## config.mk

```make
export PLATFORM = sky130hd
export DESIGN_NAME = mul_seq_ctrl
export DESIGN_NICKNAME = d
export VERILOG_FILES = /design/src/rtl/mul_pkg.sv /design/src/rtl/RCA.sv /design/src/rtl/mul_seq_ctrl.sv
export SDC_FILE = /design/constraint.sdc
export NUM_CORES = 1
export LEC_CHECK = 0
export CAP_MARGIN = 10
export CORE_ASPECT_RATIO = 0.7
export CORE_MARGIN = 2
export CORE_UTILIZATION = 39
export CTS_CLUSTER_SIZE = 28
export DETAILED_ROUTE_END_ITERATION = 16
export GPL_TIMING_DRIVEN = 0
export MAX_ROUTING_LAYER = met4
export PLACE_DENSITY_LB_ADDON = 0.2
export SLEW_MARGIN = 20
export SYNTH_ARGS = -nofsm -noshare
export SYNTH_HDL_FRONTEND = slang
export SYNTH_SLANG_ARGS = --single-unit
```

## constraint.sdc

```tcl
create_clock -name clk -period 16.6 [get_ports clk]
set_input_delay 1.66 -clock clk [delete_from_list [all_inputs] [get_ports clk]]
set_output_delay 1.66 -clock clk [all_outputs]
set_load 0.005 [all_outputs]
```

## src/rtl/mul_pkg.sv

```systemverilog
// Shared definitions for the sequential shift-add multiplier controller:
// operand width, iteration count, RV32M op encodings and FSM states.
package mul_pkg;

  localparam int XLEN      = 32;
  localparam int MUL_ITERS = 32;

  localparam logic [1:0] OP_MUL    = 2'b00;
  localparam logic [1:0] OP_MULH   = 2'b01;
  localparam logic [1:0] OP_MULHSU = 2'b10;
  localparam logic [1:0] OP_MULHU  = 2'b11;

  typedef enum logic [2:0] {
    ST_IDLE   = 3'd0,
    ST_ABS_A  = 3'd1,
    ST_ABS_B  = 3'd2,
    ST_MUL    = 3'd3,
    ST_NEG_LO = 3'd4,
    ST_NEG_HI = 3'd5,
    ST_DONE   = 3'd6
  } mul_state_e;

  // Operand signedness for an op, returned as {a_signed, b_signed}.
  function automatic logic [1:0] op_signs(input logic [1:0] op);
    logic [1:0] s;
    case (op)
      OP_MUL:    s = 2'b00;
      OP_MULH:   s = 2'b11;
      OP_MULHSU: s = 2'b10;
      OP_MULHU:  s = 2'b00;
      default:   s = 2'b00;
    endcase
    return s;
  endfunction

endpackage

```

## src/rtl/RCA.sv

```systemverilog
// Plain ripple-carry adder: one full adder per bit, carry chained LSB to MSB.
module RCA #(
  parameter int W = 32
) (
  input  logic [W-1:0] a,
  input  logic [W-1:0] b,
  input  logic         cin,
  output logic [W-1:0] sum,
  output logic         cout
);

  // Ripple the carry through the full-adder chain
  always_comb begin
    logic carry_v;
    carry_v = cin;
    sum     = {W{1'b0}};
    for (int i = 0; i < W; i++) begin
      sum[i]  = a[i] ^ b[i] ^ carry_v;
      carry_v = (a[i] & b[i]) | (carry_v & (a[i] ^ b[i]));
    end
    cout = carry_v;
  end

endmodule

```

## src/rtl/mul_seq_ctrl.sv

```systemverilog
// Multi-cycle shift-add multiplier controller for RV32M MUL/MULH/MULHSU/MULHU.
// A single RCA is time-shared between operand magnitude, 32 accumulate
// iterations and final two-word negation.
// Build option: MUL_SIGNED_EN enables the signed ops (ABS_A/ABS_B/NEG_LO/
// NEG_HI states); without it every operand is unsigned and latency is 33.
module mul_seq_ctrl #(
  parameter int XLEN  = mul_pkg::XLEN,
  parameter int TAG_W = 5
) (
  input  logic             clk,
  input  logic             rst,
  input  logic             in_valid,
  output logic             in_ready,
  input  logic [1:0]       in_op,
  input  logic [XLEN-1:0]  in_a,
  input  logic [XLEN-1:0]  in_b,
  input  logic [TAG_W-1:0] in_tag,
  input  logic             flush,
  output logic             out_valid,
  input  logic             out_ready,
  output logic [XLEN-1:0]  out_result,
  output logic [TAG_W-1:0] out_tag
);
  import mul_pkg::*;

  localparam logic [4:0] LAST_ITER = 5'(MUL_ITERS - 1);

  mul_state_e       state_r;
  logic [1:0]       op_r;
  logic [XLEN-1:0]  m_r;       // multiplicand (|a| once ABS_A is done)
  logic [XLEN-1:0]  p_hi_r;    // accumulator high word
  logic [XLEN-1:0]  p_lo_r;    // multiplier, shifted out as product bits shift in
  logic [4:0]       cnt_r;
  logic [TAG_W-1:0] tag_r;
  logic             in_ready_r;
  logic             out_valid_r;
  logic [XLEN-1:0]  out_result_r;
  logic [TAG_W-1:0] out_tag_r;
`ifdef MUL_SIGNED_EN
  logic             sa_r;      // a is signed and negative
  logic             sb_r;      // b is signed and negative
  logic             neg_r;     // final product must be negated
  logic             carry_r;   // carry from low-word negation into high word
  logic [1:0]       signs_s;
`endif

  logic [XLEN-1:0]  add_a_s;
  logic [XLEN-1:0]  add_b_s;
  logic             add_cin_s;
  logic [XLEN-1:0]  add_sum_s;
  logic             add_cout_s;
  logic [XLEN-1:0]  p_hi_nxt_s;
  logic [XLEN-1:0]  p_lo_nxt_s;
  logic [XLEN-1:0]  result_nxt_s;

`ifdef MUL_SIGNED_EN
  assign signs_s = op_signs(in_op);
`endif

  RCA #(.W(XLEN)) u_rca (
    .a    (add_a_s),
    .b    (add_b_s),
    .cin  (add_cin_s),
    .sum  (add_sum_s),
    .cout (add_cout_s)
  );

  // Steer the shared adder: each active state owns it, all others drive zeros
  always_comb begin
    add_a_s   = {XLEN{1'b0}};
    add_b_s   = {XLEN{1'b0}};
    add_cin_s = 1'b0;
    case (state_r)
`ifdef MUL_SIGNED_EN
      ST_ABS_A: begin
        if (sa_r) begin
          add_a_s   = ~m_r;
          add_cin_s = 1'b1;
        end else begin
          add_a_s   = {XLEN{1'b0}};
          add_cin_s = 1'b0;
        end
      end
      ST_ABS_B: begin
        if (sb_r) begin
          add_a_s   = ~p_lo_r;
          add_cin_s = 1'b1;
        end else begin
          add_a_s   = {XLEN{1'b0}};
          add_cin_s = 1'b0;
        end
      end
      ST_NEG_LO: begin
        if (neg_r) begin
          add_a_s   = ~p_lo_r;
          add_cin_s = 1'b1;
        end else begin
          add_a_s   = {XLEN{1'b0}};
          add_cin_s = 1'b0;
        end
      end
      ST_NEG_HI: begin
        if (neg_r) begin
          add_a_s   = ~p_hi_r;
          add_cin_s = carry_r;
        end else begin
          add_a_s   = {XLEN{1'b0}};
          add_cin_s = 1'b0;
        end
      end
`endif
      ST_MUL: begin
        add_a_s = p_hi_r;
        if (p_lo_r[0]) begin
          add_b_s = m_r;
        end else begin
          add_b_s = {XLEN{1'b0}};
        end
      end
      default: begin
        add_a_s   = {XLEN{1'b0}};
        add_b_s   = {XLEN{1'b0}};
        add_cin_s = 1'b0;
      end
    endcase
  end

  // Next accumulator words and the result word picked for the op
  always_comb begin
    p_hi_nxt_s = p_hi_r;
    p_lo_nxt_s = p_lo_r;
    case (state_r)
      ST_MUL: begin
        p_hi_nxt_s = {add_cout_s, add_sum_s[XLEN-1:1]};
        p_lo_nxt_s = {add_sum_s[0], p_lo_r[XLEN-1:1]};
      end
`ifdef MUL_SIGNED_EN
      ST_NEG_LO: begin
        if (neg_r) begin
          p_lo_nxt_s = add_sum_s;
        end else begin
          p_lo_nxt_s = p_lo_r;
        end
      end
      ST_NEG_HI: begin
        if (neg_r) begin
          p_hi_nxt_s = add_sum_s;
        end else begin
          p_hi_nxt_s = p_hi_r;
        end
      end
`endif
      default: begin
        p_hi_nxt_s = p_hi_r;
        p_lo_nxt_s = p_lo_r;
      end
    endcase
    if (op_r == OP_MUL) begin
      result_nxt_s = p_lo_nxt_s;
    end else begin
      result_nxt_s = p_hi_nxt_s;
    end
  end

  // Sequencer FSM with datapath registers and registered handshake outputs
  always_ff @(posedge clk or posedge rst) begin
    if (rst) begin
      state_r      <= ST_IDLE;
      op_r         <= 2'b00;
      m_r          <= {XLEN{1'b0}};
      p_hi_r       <= {XLEN{1'b0}};
      p_lo_r       <= {XLEN{1'b0}};
      cnt_r        <= 5'd0;
      tag_r        <= {TAG_W{1'b0}};
      in_ready_r   <= 1'b1;
      out_valid_r  <= 1'b0;
      out_result_r <= {XLEN{1'b0}};
      out_tag_r    <= {TAG_W{1'b0}};
`ifdef MUL_SIGNED_EN
      sa_r         <= 1'b0;
      sb_r         <= 1'b0;
      neg_r        <= 1'b0;
      carry_r      <= 1'b0;
`endif
    end else if (flush) begin
      // Abort anything in flight; in DONE this also completes a pending transfer
      state_r     <= ST_IDLE;
      cnt_r       <= 5'd0;
      in_ready_r  <= 1'b1;
      out_valid_r <= 1'b0;
    end else begin
      case (state_r)
        ST_IDLE: begin
          if (in_valid) begin
            op_r       <= in_op;
            m_r        <= in_a;
            p_lo_r     <= in_b;
            p_hi_r     <= {XLEN{1'b0}};
            tag_r      <= in_tag;
            cnt_r      <= 5'd0;
            in_ready_r <= 1'b0;
`ifdef MUL_SIGNED_EN
            sa_r       <= signs_s[1] & in_a[XLEN-1];
            sb_r       <= signs_s[0] & in_b[XLEN-1];
            neg_r      <= (signs_s[1] & in_a[XLEN-1]) ^ (signs_s[0] & in_b[XLEN-1]);
            state_r    <= ST_ABS_A;
`else
            state_r    <= ST_MUL;
`endif
          end
        end
`ifdef MUL_SIGNED_EN
        ST_ABS_A: begin
          if (sa_r) begin
            m_r <= add_sum_s;
          end
          state_r <= ST_ABS_B;
        end
        ST_ABS_B: begin
          if (sb_r) begin
            p_lo_r <= add_sum_s;
          end
          state_r <= ST_MUL;
        end
`endif
        ST_MUL: begin
          p_hi_r <= p_hi_nxt_s;
          p_lo_r <= p_lo_nxt_s;
          cnt_r  <= cnt_r + 5'd1;
          if (cnt_r == LAST_ITER) begin
`ifdef MUL_SIGNED_EN
            state_r      <= ST_NEG_LO;
`else
            state_r      <= ST_DONE;
            out_valid_r  <= 1'b1;
            out_result_r <= result_nxt_s;
            out_tag_r    <= tag_r;
`endif
          end
        end
`ifdef MUL_SIGNED_EN
        ST_NEG_LO: begin
          p_lo_r  <= p_lo_nxt_s;
          carry_r <= add_cout_s;
          state_r <= ST_NEG_HI;
        end
        ST_NEG_HI: begin
          p_hi_r       <= p_hi_nxt_s;
          state_r      <= ST_DONE;
          out_valid_r  <= 1'b1;
          out_result_r <= result_nxt_s;
          out_tag_r    <= tag_r;
        end
`endif
        ST_DONE: begin
          if (out_ready) begin
            state_r     <= ST_IDLE;
            out_valid_r <= 1'b0;
            in_ready_r  <= 1'b1;
          end
        end
        default: begin
          state_r     <= ST_IDLE;
          in_ready_r  <= 1'b1;
          out_valid_r <= 1'b0;
        end
      endcase
    end
  end

  assign in_ready   = in_ready_r;
  assign out_valid  = out_valid_r;
  assign out_result = out_result_r;
  assign out_tag    = out_tag_r;

endmodule

```

Yosys cells after proc, flatten, opt, wreduce, memory -nomap -nowiden
Cells that the tools add are included.
- add/sub/neg operators: 1
- eq/ne operators: 9
- muxes and demuxes: 24
- bitwise gates (word level): 158
- reduce and logical (&&, ||, !) cells: 11
- operators by type and width (kind ; count):
    32-bit 2-to-1 mux ; 6
    32-bit one-hot mux with 2 select lines ; 2
    1-bit bitwise AND ; 63
    1-bit bitwise XOR ; 63
    1-bit bitwise OR ; 31
    3-bit AND reduction ; 6
    3-bit 2-to-1 mux ; 4
    5-bit 2-to-1 mux ; 2
    5-bit one-hot mux with 2 select lines ; 1
    3-bit != test, second input constant ; 3
    3-bit one-hot mux with 3 select lines ; 1
    1-bit 2-to-1 mux ; 6
    2-bit != test, second input constant ; 3
    1-bit one-hot mux with 3 select lines ; 2
    5-bit by 1-bit adder with 5-bit output, second input constant ; 1
    5-bit equality test, second input constant ; 1
    3-bit by 2-bit equality test with 1-bit output, second input constant ; 1
    3-bit equality test, second input constant ; 1
    3-bit zero test ; 1
    3-bit nonzero test ; 1
    2-bit zero test ; 1
    2-bit AND reduction ; 1
    2-bit nonzero test ; 1
    1-bit inverter ; 1
- flip-flop bits (word level): 150
- bits of input ports: 76
- output and inout port bits: 39
- word-level logic and storage cells: 214

Logic depth before layout (Yosys ltp)
- word-level depth: 66
- mapped depth: 43
- mapped depth without buffers: 40

Modules after synthesis
From an unflattened synthesis, not the netlist that was laid out.
- cells, all modules: 586
- area, all modules: 7607.3 um2
- by module, submodules not included (module ; times used ; cells each ; area an instance (um2) ; sequential area each (um2)):
    mul_seq_ctrl ; 1 ; 544 ; 6929.1 ; 3754.9
    RCA ; 1 ; 42 ; 678.2 ; 0.0

Worst setup path before layout
Ideal clock, no wire load.
- path type: register -> register
- start point: register state_r[2]
- end point: register out_result_r[30] (netlist: out_result[30])
- setup time: 0.124 ns
- arrival: 13.943 ns
- required time: 16.476 ns
- path slack: 2.533 ns
- stages on the path, launching flop included: 44
- path buffers: 3
- period minus slack after synthesis: 14.067 ns
- path through: dfrtp_1 -> and3b_1 -> buf_2 -> buf_2 -> clkbuf_1 -> and2_1 -> ha_1 -> fa_1 -> fa_1 -> fa_1 -> inv_1 -> fa_1 -> fa_1 -> fa_1 -> fa_1 -> fa_1 -> fa_1 -> fa_1 -> [... 8 more ...] -> fa_1 -> fa_1 -> fa_1 -> fa_1 -> fa_1 -> fa_1 -> fa_1 -> fa_1 -> fa_1 -> fa_1 -> fa_1 -> inv_1 -> fa_1 -> inv_1 -> fa_1 -> o21ai_0 -> o21ai_0 -> a21oi_1
- cells in the longest elaborated chain, start to end: 65
- elaborated cells on any way between the ends: 128
- classes of those cells: eq/ne (1); mux (3); bitwise (123); reduce/logical (1)
- RTL lines (what ; line ; source):
    start, declared ; mul_seq_ctrl.sv:28 ; mul_state_e state_r;
    start signal, assigned ; mul_seq_ctrl.sv:168 ; state_r <= ST_IDLE;
    start signal, assigned ; mul_seq_ctrl.sv:187 ; state_r <= ST_IDLE;
    start signal, assigned ; mul_seq_ctrl.sv:208 ; state_r <= ST_MUL;
    3-bit by 2-bit equality test with 1-bit output (*) ; mul_seq_ctrl.sv:73, mul_seq_ctrl.sv:132, mul_seq_ctrl.sv:192 ;
    32-bit 2-to-1 mux ; mul_seq_ctrl.sv:73 ; case (state_r)
    1-bit bitwise AND or 1-bit bitwise XOR (tied branches) ; RCA.sv:19 ; carry_v = (a[i] & b[i]) | (carry_v & (a[i] ^ b[i]));
    1-bit bitwise AND ; RCA.sv:19 ;
    1-bit bitwise OR ; RCA.sv:19 ;
    1-bit bitwise AND ; RCA.sv:19 ;
    1-bit bitwise OR ; RCA.sv:19 ;
    1-bit bitwise AND ; RCA.sv:19 ;
    [... 49 more ...] ; n/a ;
    1-bit bitwise AND ; RCA.sv:19 ;
    1-bit bitwise OR ; RCA.sv:19 ;
    1-bit bitwise AND ; RCA.sv:19 ;
    1-bit bitwise OR ; RCA.sv:19 ;
    1-bit bitwise AND ; RCA.sv:19 ;
    1-bit bitwise OR ; RCA.sv:19 ;
    1-bit bitwise XOR ; RCA.sv:18 ; sum[i] = a[i] ^ b[i] ^ carry_v;
    32-bit 2-to-1 mux ; mul_seq_ctrl.sv:158 ; if (op_r == OP_MUL) begin
    end signal, assigned ; mul_seq_ctrl.sv:177 ; out_result_r <= {XLEN{1'b0}};
    end signal, assigned ; mul_seq_ctrl.sv:236 ; out_result_r <= result_nxt_s;
    end, declared ; mul_seq_ctrl.sv:37 ; logic [XLEN-1:0] out_result_r;
Every way passes the cells marked *; elsewhere a longest branch is shown, timed or not.
A chain may end at the register's enable or synchronous reset.

Worst setup path in the final report
Same ends and word-level chain as after synthesis.

==> impl_metrics.json <==
{
  "r2r_start": "state_r[2]$_DFFE_PP0P_",
  "drt-pass1-iter-count": 4,
  "setup_viol": 0,
  "regArea_um2": 3750,
  "grt_pass1_vias": 5593,
  "place_hpwl_um": 13500,
  "synth-seq-area-share": 0.501,
  "synthToLayoutAreaGrowth_pct": 28.3,
  "multiInputGateArea_um2": 3490,
  "initial_utilization": 0.397,
  "clk_latency_ns": 0.42,
  "p_leak_nw": 3.89,
  "dieWidth_um": 170,
  "final_util": 0.509,
  "drive_above_1_share": 0.261,
  "p_int_uw": 760,
  "relSlewSlack": 0.515,
  "cts-buffers-inserted": 17,
  "combPwrFrac": 0.147,
  "die_h_um": 120,
  "powerDensity_nw_per_um2": 106,
  "hold_viol": 0,
  "wl_met1_um": 9120,
  "post_cts_resized": 0,
  "wl_per_cell_um": 19.2,
  "finalCriticalPeriod_ns": 15.28,
  "cts_tree": "done",
  "synthesis.nets": 694,
  "fillers": 1642,
  "io_buffer_count": 114,
  "rsz0062_at_grt": "no",
  "fp.coreArea_um2": 18900,
  "clockBufferDepth": 2,
  "fmax_mhz": 65.4,
  "maxSlewViolCount": 0,
  "mostFrequentLayoutCells": "dfrtp_1, clkdlybuf4s50_1, mux2_2",
  "worst-r2r-setup-slack_ns": 1.32,
  "end_kind": "flop",
  "fin_skew_ns": 0.00515,
  "hold_end": "p_hi_r[14]$_DFFE_PP0P_",
  "antenna_found_initial": 0,
  "met2WireLength_um": 8370,
  "final_common_cell": "dfrtp_1",
  "hold_depth": 1,
  "hold_start": "p_hi_r[14]$_DFFE_PP0P_",
  "syn_inst": 584,
  "period_share": 0.921,
  "ys_types": 39,
  "grt_use_total": 0.203,
  "wl_met3_um": 1020,
  "required_ns": 16.91,
  "post_cts_buffers": 0,
  "worstPathBufferInverterCount": 6,
  "dr_total_vias": 5141,
  "setup_tns_ns": 0,
  "seq_power_share": 0.438,
  "grt_pass1_wl_um": 30600,
  "clock_power_share": 0.415,
  "ir_worst_vdd_mv": 0.0571,
  "worst_pin_slew_ns": 0.723,
  "reg2regPathDepth": 43,
  "drt_iter0_drc": 355,
  "die_area_um2": 20300,
  "cpLargestDelayFamily": "adder cells",
  "drtAntennaViolNets": 0,
  "grt.overflow.total": 0,
  "nets": 828,
  "slowest_stage": "fa_1",
  "maxCapViolCount": 0,
  "hp-class": "flop to flop",
  "path_class": "flop to flop",
  "slowest_delay_ns": 0.56,
  "synth.avg_cell_area_um2": 12.8,
  "top_layer_used": "met4",
  "fin_cells": 973,
  "swShare": 0.252,
  "remaining_drc_errors": 0,
  "postCtsHoldBufs": 0,
  "synthesis.area_um2": 7490,
  "vias_per_cell": 5.28,
  "ys_ff_latch": 150,
  "path_common_cell": "fa_1",
  "r2r_end": "out_result[30]$_DFFE_PP0P_",
  "p_sw_uw": 256,
  "place.gp.congestion": 0.809,
  "dp.cells": 941,
  "drt_wl_total_um": 18700,
  "status": "finished clean",
  "clock_sinks": 150,
  "start_kind": "flop",
  "ios": 115,
  "cts-root-buf": "clkbuf_16",
  "yosys_warnings": 0,
  "crit_fanout": 10,
  "power_mw": 1.02,
  "grt_max_degree": 107,
  "n_antenna_cell": 0,
  "num_rows": 42,
  "clk_pin_slew_ns": 0.06,
  "crit_arrival_ns": 15.59,
  "htree_levels": 4
}
[how the worst max path moves through the flow]
stage,start,end,slack [ns],cells after the start
floorplan,state_r[2]$_DFFE_PP0P_,out_result[30]$_DFFE_PP0P_,2.53,43
global placement,state_r[2]$_DFFE_PP0P_,out_result[30]$_DFFE_PP0P_,1.48,43
detailed placement,state_r[2]$_DFFE_PP0P_,out_result[30]$_DFFE_PP0P_,1.37,43
CTS,state_r[2]$_DFFE_PP0P_,out_result[30]$_DFFE_PP0P_,1.24,43
global route,state_r[1]$_DFFE_PP0P_,out_result[30]$_DFFE_PP0P_,0.72,43
finish,state_r[2]$_DFFE_PP0P_,out_result[30]$_DFFE_PP0P_,1.32,43
[stage by stage]
| stage | setup slack, ns | cell area, µm² | hold slack, ns |
|---|---|---|---|
| CTS | 1.24 | 9610 | 0.492 |
| global route | 0.718 | 9610 | 0.501 |
| floorplan | 2.53 | 7490 | 0.448 |
| global placement | 1.48 | 8930 | 0.467 |
| detailed placement | 1.37 | 8970 | 0.473 |
| finish | 1.32 | 9610 | 0.491 |
[synthesized netlist by cell type, drive strengths merged]
master / count / area [µm²]
nor3b: 3 / 22.5
nand2b: 1 / 6.26
a211oi: 1 / 7.51
nand3: 5 / 25.0
fa: 31 / 621
xnor2: 1 / 8.76
clkbuf: 19 / 71.3
mux2: 131 / 1560
inv: 6 / 22.5
nor2b: 1 / 6.26
nand2: 60 / 225
or3b: 1 / 11.3
o22ai: 1 / 6.26
o2111ai: 2 / 17.5
dfstp: 1 / 26.3
buf: 23 / 153
a22o: 8 / 70.1
and3: 6 / 37.5
o2bb2ai: 28 / 245
a21boi: 1 / 11.3
and2: 6 / 37.5
nor2: 3 / 11.3
ha: 3 / 37.5
nor3: 26 / 135
o21bai: 1 / 7.51
and3b: 1 / 8.76
mux2i: 6 / 60.1
a21oi: 44 / 220
a211o: 1 / 8.76
and4bb: 1 / 12.5
dfrtp: 149 / 3730
or2: 1 / 6.26
o21ai: 11 / 55.1
o31a: 1 / 8.76
[flip-flops by register name, summed over array words and instances, names as in the netlist]
| signal | count |
|---|---|
| out_tag | 5 |
| tag_r | 5 |
| cnt_r | 5 |
| out_valid | 1 |
| m_r | 32 |
| p_lo_r | 32 |
| in_ready | 1 |
| state_r | 3 |
| p_hi_r | 32 |
| out_result | 32 |
| op_r | 2 |
[layout make-up]
class                      count  area share
clock buffer                  23      0.0518
inverter                       6     0.00312
multi-input combinational    386       0.363
sequential                   150       0.391
clock inverter                 9      0.0151
tap                          242      0.0315
buffer                        42      0.0233
timing repair buffer         115       0.122
[metal layers]
metal / up-vias / track usage
li1: 2351 / -
met1: 2629 / 0.287
met2: 141 / 0.297
met3: 20 / 0.0445
met4: 0 / 0.0518
met5: - / -
[power by group through the flow]
stage | clock network, mW | logic (mW) | registers (mW)
6_report | 0.422 | 0.149 | 0.445
5_1_grt | 0.444 | 0.164 | 0.451
4_1_cts | 0.428 | 0.151 | 0.445
3_5_place_dp | 0 | 0.150 | 0.451
3_3_place_gp | 0 | 0.145 | 0.449
2_1_floorplan | 0 | 0.102 | 0.437
[logic make-up (layout without fill, tap and decap cells)]
group | after synthesis | after routing | synth area share
compound gates | 99 | 99 | 0.0879
xor+xnor | 1 | 1 | 0.00117
fa+ha+maj | 34 | 34 | 0.0879
buf+inv | 48 | 195 | 0.0329
flops | 150 | 150 | 0.501
mux | 137 | 137 | 0.216
simple gates | 115 | 115 | 0.0728
No activity file was read; power rests on OpenSTA's default activity.
